--- src/rtl/multiplicador_seq.sv ---
// -----------------------------------------------------------------------------
// multiplicador_seq
//
// Iterative shift-and-add multiplier, WIDTH x WIDTH -> 2*WIDTH bits. One
// partial product is accumulated per clock using a single WIDTH+1-bit adder.
// Replaces the combinational 8-bit multiplier in the ULA datapath. The
// start/busy/done handshake lets the ULA control FSM stall while a multiply
// is in flight.
//
// Timing: start is accepted on an IDLE edge. WIDTH CALC cycles follow, then
// one FIM cycle with done=1. busy covers CALC and FIM. One result is produced
// every WIDTH+2 cycles when start is reasserted in the IDLE cycle after FIM.
//
// Optional build macro: MULTIPLICADOR_SINAL_EN
//   Adds the signed_op input. When signed_op=1 the operands are two's
//   complement: their magnitudes are multiplied, and the result is negated
//   when the operand signs differ. Without the macro the port does not exist
//   and all arithmetic is unsigned.
//
// Ports:
//   clk        in   system clock, rising edge
//   rst_n      in   synchronous active-low reset
//   start      in   operation request, sampled only in IDLE
//   signed_op  in   (MULTIPLICADOR_SINAL_EN only) two's-complement operands
//   A          in   multiplicand, captured on the accepted start
//   B          in   multiplier, captured on the accepted start
//   P          out  product register; holds the last result
//   busy       out  high from the cycle after the accepted start through done
//   done       out  single-cycle pulse; P is valid from this cycle on
// -----------------------------------------------------------------------------
module multiplicador_seq #(
  parameter int WIDTH = 8
) (
  input  logic               clk,
  input  logic               rst_n,
  input  logic               start,
`ifdef MULTIPLICADOR_SINAL_EN
  input  logic               signed_op,
`endif
  input  logic [WIDTH-1:0]   A,
  input  logic [WIDTH-1:0]   B,
  output logic [2*WIDTH-1:0] P,
  output logic               busy,
  output logic               done
);

  localparam int CNT_W = $clog2(WIDTH) + 1;
  localparam logic [CNT_W-1:0] CNT_LAST = CNT_W'(WIDTH - 1);

  typedef enum logic [1:0] {
    IDLE = 2'd0,
    CALC = 2'd1,
    FIM  = 2'd2
  } state_t;

  state_t             state_q, state_d;
  logic [WIDTH-1:0]   mcand_q, mcand_d;
  logic [WIDTH-1:0]   mult_q,  mult_d;
  logic [WIDTH-1:0]   acc_q,   acc_d;
  logic [CNT_W-1:0]   cnt_q,   cnt_d;
  logic [2*WIDTH-1:0] p_q,     p_d;
  logic               neg_q,   neg_d;

  // Operand sign handling. Only magnitudes enter the shift-add core; the
  // sign of the result is remembered in neg_q.
  logic             a_neg, b_neg;
  logic [WIDTH-1:0] a_mag, b_mag;

`ifdef MULTIPLICADOR_SINAL_EN
  assign a_neg = signed_op & A[WIDTH-1];
  assign b_neg = signed_op & B[WIDTH-1];
`else
  assign a_neg = 1'b0;
  assign b_neg = 1'b0;
`endif

  // -2^(WIDTH-1) negates to itself, which read as unsigned is exactly the
  // correct magnitude 2^(WIDTH-1), so no extra bit is needed.
  assign a_mag = a_neg ? -A : A;
  assign b_mag = b_neg ? -B : B;

  // One shift-add step: the upper half gains the multiplicand when the
  // current multiplier LSB is set (carry kept in bit WIDTH), then the whole
  // {acc, mult} pair shifts right by one.
  logic [WIDTH:0]     sum;
  logic [2*WIDTH-1:0] step;

  assign sum  = mult_q[0] ? ({1'b0, acc_q} + {1'b0, mcand_q}) : {1'b0, acc_q};
  assign step = {sum[WIDTH:1], sum[0], mult_q[WIDTH-1:1]};

  // NOTE: every always_comb target gets its hold value first, so no path can
  // leave a signal unassigned and infer a latch.
  always_comb begin
    state_d = state_q;
    mcand_d = mcand_q;
    mult_d  = mult_q;
    acc_d   = acc_q;
    cnt_d   = cnt_q;
    p_d     = p_q;
    neg_d   = neg_q;

    unique case (state_q)
      IDLE: begin
        if (start) begin
          mcand_d = a_mag;
          mult_d  = b_mag;
          acc_d   = '0;
          cnt_d   = '0;
          neg_d   = a_neg ^ b_neg;
          state_d = CALC;
        end
      end

      CALC: begin
        acc_d = step[2*WIDTH-1:WIDTH];
        mult_d = step[WIDTH-1:0];
        cnt_d = cnt_q + 1'b1;
        if (cnt_q == CNT_LAST) begin
          // The sign correction is folded into the load so that P already
          // holds the final value in the done cycle.
          p_d     = neg_q ? -step : step;
          state_d = FIM;
        end
      end

      FIM: begin
        state_d = IDLE;
      end

      default: begin
        state_d = IDLE;
      end
    endcase
  end

  // NOTE: sequential state uses non-blocking assignments only, so every
  // register samples the pre-edge values regardless of statement order.
  always_ff @(posedge clk) begin
    if (!rst_n) begin
      // NOTE: the datapath registers are reset as well, not only the FSM, so
      // an aborted operation leaves no stale partial product behind.
      state_q <= IDLE;
      mcand_q <= '0;
      mult_q  <= '0;
      acc_q   <= '0;
      cnt_q   <= '0;
      p_q     <= '0;
      neg_q   <= 1'b0;
    end else begin
      state_q <= state_d;
      mcand_q <= mcand_d;
      mult_q  <= mult_d;
      acc_q   <= acc_d;
      cnt_q   <= cnt_d;
      p_q     <= p_d;
      neg_q   <= neg_d;
    end
  end

  assign P    = p_q;
  assign busy = (state_q == CALC) || (state_q == FIM);
  assign done = (state_q == FIM);

endmodule

--- config.mk ---
export PLATFORM = sky130hd
export DESIGN_NAME = multiplicador_seq
export DESIGN_NICKNAME = d
export VERILOG_FILES = /design/src/rtl/multiplicador_seq.sv
export SDC_FILE = /design/constraint.sdc
export NUM_CORES = 1
export LEC_CHECK = 0
export ABC_CLOCK_PERIOD_IN_PS = 2600
export CELL_PAD_IN_SITES_DETAIL_PLACEMENT = 1
export CELL_PAD_IN_SITES_GLOBAL_PLACEMENT = 1
export CORE_MARGIN = 2
export CORE_UTILIZATION = 40
export DETAILED_ROUTE_END_ITERATION = 8
export GPL_ROUTABILITY_DRIVEN = 1
export HOLD_SLACK_MARGIN = 0.05
export PLACE_DENSITY_LB_ADDON = 0.1
export SYNTH_ARGS = -nofsm -noshare
export SYNTH_HDL_FRONTEND = slang
export SYNTH_SLANG_ARGS = --single-unit
--- constraint.sdc ---
create_clock -name clk -period 2.6 [get_ports clk]
set_clock_uncertainty 0.2 [all_clocks]
set_input_delay 0.65 -clock clk [delete_from_list [all_inputs] [get_ports clk]]
set_output_delay 0.65 -clock clk [all_outputs]
set_load 0.05 [all_outputs]
==> results of run 1 <==
logic make-up (layout without fill, tap and decap cells):
kind of cell | after synthesis | in the layout | share of synthesized area, %
DFF | 46 | 46 | 39.44
AOI/OAI and AO/OA | 95 | 95 | 25.29
and+or+nand+nor | 80 | 80 | 15.49
adders and majority gates | 13 | 13 | 7.288
xor gates and xnor gates | 5 | 5 | 1.876
buffers and inverters | 25 | 58 | 4.662
muxes | 13 | 13 | 5.949
registers in the layout, indices dropped and copies added, names as in the netlist:
name,count
P,16
cnt_q,4
acc_q,8
state_q,2
mult_q,8
mcand_q,8
worst min-delay path: cells and delay by family, from the launching register on:
family | cells | cell delay (ps)
flops | 1 | 320
compound gates | 1 | 50
simple gates | 1 | 50
routing by layer:
layer  up-vias  GRT usage, %  routed length [µm]
met1       987         27.32                2922
met5         -             0                   0
met3         7         3.483                 177
met4         0         5.593                  67
li1       1065             -                   -
met2        31         34.00                2970
worst max path at each step:
| stage | startpoint | endpoint | slack [ps] | cells after the start |
|---|---|---|---|---|
| 3_5_place_dp | start | acc_q[5] | 220 | 6 |
| 3_3_place_gp | start | acc_q[5] | 270 | 6 |
| 4_1_cts | state_q[0] | done | 60 | 3 |
| 6_report | P[14] | P[14] | 280 | 1 |
| 2_1_floorplan | mcand_q[0] | acc_q[7] | 540 | 7 |
| 5_1_grt | P[5] | P[5] | 230 | 1 |
report_power, final:
| group | total [mW] | leakage, nW | switching, mW | internal, mW |
|---|---|---|---|---|
| Sequential | 0.771 | 0.374 | 0.0379 | 0.734 |
| Combinational | 0.255 | 0.694 | 0.141 | 0.114 |
| Clock | 0.453 | 0.0482 | 0.238 | 0.215 |
cell type report:
cell class | count | share of cell area [%]
inverters | 6 | 0.7867
clock inverters | 1 | 0.1748
well taps | 72 | 3.147
clock buffers | 7 | 3.016
repair buffers | 44 | 15.12
multi-input cells | 206 | 45.59
flip-flops and latches | 46 | 32.17
cell usage in the layout (no fill, tap or decap), types with 8 or more instances in the layout:
master           Yosys  final
dfxtp_1             46     46
a21oi_1             44     44
nand2_1             34     34
clkdlybuf4s50_1      0     34
nor2_1              16     16
nand3_1             15     15
o21ai_0             12     12
ha_1                12     12
o22ai_1              8      8
buf_4                2      8
per-stage QoR:
step           worst slack [ps]  hold slack, ps  instance area (µm²)
6_report                  277.5           262.5                 2863
5_1_grt                   233.1           289.6                 2863
4_1_cts                   60.27           269.9                 2860
3_5_place_dp              222.0           254.5                 2769
3_3_place_gp              267.0           246.3                 2769
2_1_floorplan             541.0           240.6                 2335
==> impl_metrics.tcl, run 1 <==
set metrics [dict create \
    start_util_pct 41.89 \
    num_rows 27 \
    required_ps 1750 \
    rsz0062_at_grt "false" \
    ir_worst_vdd_mv 0.2731 \
    cts_setup_buffers 0 \
    synth.distinct_cells 39 \
    finalCritPeriodShare_pct 89.33 \
    async_flop_share_pct 0 \
    path_max_fanout 2 \
    setup_violations 0 \
    insertedDiodeCount 0 \
    syn_to_final_growth_pct 22.62 \
    wl_per_cell_um 16.07 \
    cts-root-buf "clkbuf_8" \
    max_freq_mhz 430.6 \
    worstHoldEndpoint "P[6]" \
    hold_viol_final 0 \
    ys_seq_elements 46 \
    cts_resized 0 \
    insertion_delay_ps 300 \
    clockBufferDepth 2 \
    utilization_pct 51.36 \
    critPathMaxStageDelay_ps 810 \
    min_path_cells 2 \
    power_leakage_nw 1.117 \
    cp_slowest_cell "clkdlybuf4s50_1" \
    core_area_um2 5574 \
    dr.pass1.iters 4 \
    cp-start-kind "flop" \
    rr_endpoint "acc_q[7]" \
    outcome "complete, no violations" \
    overflow 0 \
    drive_above_1_share_pct 10.00 \
    rr_startpoint "mcand_q[0]" \
    period_needed_ps 2322 \
    grt_pass1_vias 2043 \
    clock-sinks 46 \
    drc_errors 0 \
    drv_slew 0 \
    track_usage_pct 20.45 \
    path_delay_family "buffers and inverters" \
    cp.arrival_ps 1470 \
    tns_ps 0 \
    p_per_area_nw_per_um2 516.9 \
    tritoncts.num_buffers 5 \
    synthCells 277 \
    stdcell_count 382 \
    via_per_inst 5.471 \
    nets 341 \
    port_buffers 36 \
    r2r_cells 7 \
    yosysWarnings 0 \
    max-slew-margin-rel_pct 63.24 \
    n_fill_cell 685 \
    synth_area_leaders "dfxtp_1 (39%), a21oi_1 (9.4%), ha_1 (6.4%)" \
    hpwlAfterDp_um 4517 \
    postCtsHoldBufs 0 \
    grt_antenna_before_repair 0 \
    antenna_left 0 \
    synth_edf_count 0 \
    crit_path_end_kind "output port" \
    path_cells "clkdlybuf4s50_1" \
    routed-via-count 2090 \
    r2r_slack_ps 300 \
    path_class "reg2out" \
    synthTopCellsByCount "dfxtp_1 (46), a21oi_1 (44), nand2_1 (34)" \
    syn_avg_cell_area_um2 8.429 \
    die_height_um 80.40 \
    synth_nets 309 \
    ioPinCount 37 \
    cts_tree "done" \
    yosys_most_used_dff "dfxtp_1" \
    synth_top_area_cell "dfxtp_1" \
    min_from "P[6]" \
    synth.cell_area_um2 2335 \
    post-synth-top-count-cell "dfxtp_1" \
    grt_pass1_wl_um 10140 \
    p_total_mw 1.480 \
    drv_cap 0 \
    path_clk_slew_ps 80 \
    yosysTopAreaCellShare_pct 39.44 \
    hold_path_class "reg2reg" \
    grt_max_degree 27 \
    synth-seq-area-share_pct 39.44 \
    place_congestion 0.7802 \
    die-area_um2 6464 \
    multi_input_area_um2 1305 \
    h-tree-depth 2 \
    crit_buf_inv 1 \
    seq_area_um2 920.9 \
    tightest_slew_ps 550.8 \
    routed_wl_um 6138 \
    fp.dieW_um 80.40 \
    drtIter0Drc 81 \
    dp.cells 374 \
]
(Power assumes the default switching activity.)
==> run 2: changes to the inputs <==
Settings changed: CORE_UTILIZATION 40 to 41, CTS_BUF_LIST set to sky130_fd_sc_hd__clkbuf_8.
==> run 2 against run 1 <==
Register-to-register slack better by 40 ps. Global-route usage up 0.94 points. Non-clock buffer count up 2. Die area down 2.3%.
==> impl_metrics.tcl, run 2 (synthesized netlist as in run 1, its figures left out) <==
set metrics [dict create \
    outcome "complete, no violations" \
    cts_setup_buffers 0 \
    dr.pass1.iters 4 \
    drtIter0Drc 94 \
    cp_slowest_cell "clkdlybuf4s50_1" \
    hold_slack_ps 260.3 \
    place_congestion 0.7934 \
    tightest_slew_ps 505.7 \
    setup_violations 0 \
    num_rows 27 \
    drive_above_1_share_pct 9.968 \
    drv_slew 0 \
    hpwlAfterDp_um 4459 \
    n_fill_cell 689 \
    required_ps 1750 \
    path_cells "clkdlybuf4s50_1" \
    routed_wl_um 6137 \
    grt_pass1_vias 2127 \
    largest_reg_flops 16 \
    min_path_cells 2 \
    grt_antenna_before_repair 0 \
    max_freq_mhz 432.8 \
    min_from "P[0]" \
    antenna_left 0 \
    cts_tree "done" \
    track_usage_pct 21.39 \
    seq_area_um2 920.9 \
    layout_commonest_cell "dfxtp_1" \
    period_needed_ps 2311 \
    routed-via-count 2103 \
    insertedDiodeCount 0 \
    r2r_slack_ps 340 \
    cp-start-kind "flop" \
    port_buffers 36 \
    overflow 0 \
    drc_errors 0 \
    critPathMaxStageDelay_ps 810 \
    grt_max_degree 28 \
    p_per_area_nw_per_um2 503.8 \
    stdcell_count 383 \
    path_class "reg2out" \
    path_delay_family "buffers and inverters" \
    syn_to_final_growth_pct 22.62 \
    p_total_mw 1.442 \
    nets 343 \
    tritoncts.num_buffers 5 \
    die-area_um2 6314 \
    wl_per_cell_um 16.02 \
    ir_worst_vdd_mv 0.2238 \
    start_util_pct 42.40 \
    rr_endpoint "acc_q[7]" \
    insertion_delay_ps 290 \
    cp.arrival_ps 1460 \
    finalCritPeriodShare_pct 88.87 \
    power_leakage_nw 1.125 \
    die_height_um 79.46 \
    path_clk_slew_ps 80 \
    rsz0062_at_grt "false" \
    cts-root-buf "clkbuf_8" \
    cts_resized 0 \
    ioPinCount 37 \
    hold_viol_final 0 \
    grt_pass1_wl_um 10520 \
    fp.dieW_um 79.46 \
    worstHoldEndpoint "P[0]" \
    max-slew-margin-rel_pct 66.18 \
    hold_path_class "reg2reg" \
    core_area_um2 5507 \
    postCtsHoldBufs 0 \
    clock-sinks 46 \
    r2r_cells 7 \
    crit_buf_inv 1 \
    path_depth 1 \
    clockBufferDepth 2 \
    crit_path_end_kind "output port" \
    drv_cap 0 \
    dp.cells 376 \
    mostFrequentLayoutCells "dfxtp_1 (46), a21oi_1 (44), nand2_1 (34), clkdlybuf4s50_1 (34), nor2_1 (16)" \
    rr_startpoint "mcand_q[0]" \
    tns_ps 0 \
    via_per_inst 5.491 \
    multi_input_area_um2 1305 \
    utilization_pct 51.99 \
    path_max_fanout 2 \
    h-tree-depth 2 \
]
## run 2: worst max path at each step
stage,end,startpoint
global route,acc_q[7],mcand_q[0]
CTS,done,state_q[0]
global placement,mult_q[7],start
finish,P[15],P[15]
floorplan,acc_q[7],mcand_q[0]
detailed placement,mult_q[7],start
## run 2: cell type report
class | count | share of cell area [%]
Tap cell | 72 | 3.147
Sequential cell | 46 | 32.17
Multi-Input combinational cell | 206 | 45.59
Clock buffer | 5 | 2.404
Inverter | 6 | 0.7867
Clock inverter | 2 | 0.2622
Timing Repair Buffer | 46 | 15.65
## run 2: power breakdown
group          internal (mW)  switching, mW  leakage, nW
combinational          0.115          0.146        0.704
sequential             0.734         0.0354        0.374
clock                  0.178          0.234       0.0466
total                   1.03          0.415         1.13
## run 2: metrics by stage
step	worst slack, ps	instance area [µm²]
2_1_floorplan	541.0	2335
3_3_place_gp	279.6	2784
3_5_place_dp	250.8	2784
4_1_cts	54.11	2860
5_1_grt	177.5	2863
6_report	289.5	2863
## run 2: routing by layer
layer | track usage [%] | wire length (µm) | vias to the layer above
li1 | - | - | 1073
met1 | 29.07 | 3003 | 997
met2 | 34.45 | 2892 | 25
met3 | 3.620 | 150 | 8
met4 | 6.897 | 91 | 0
met5 | 0 | 0 | -
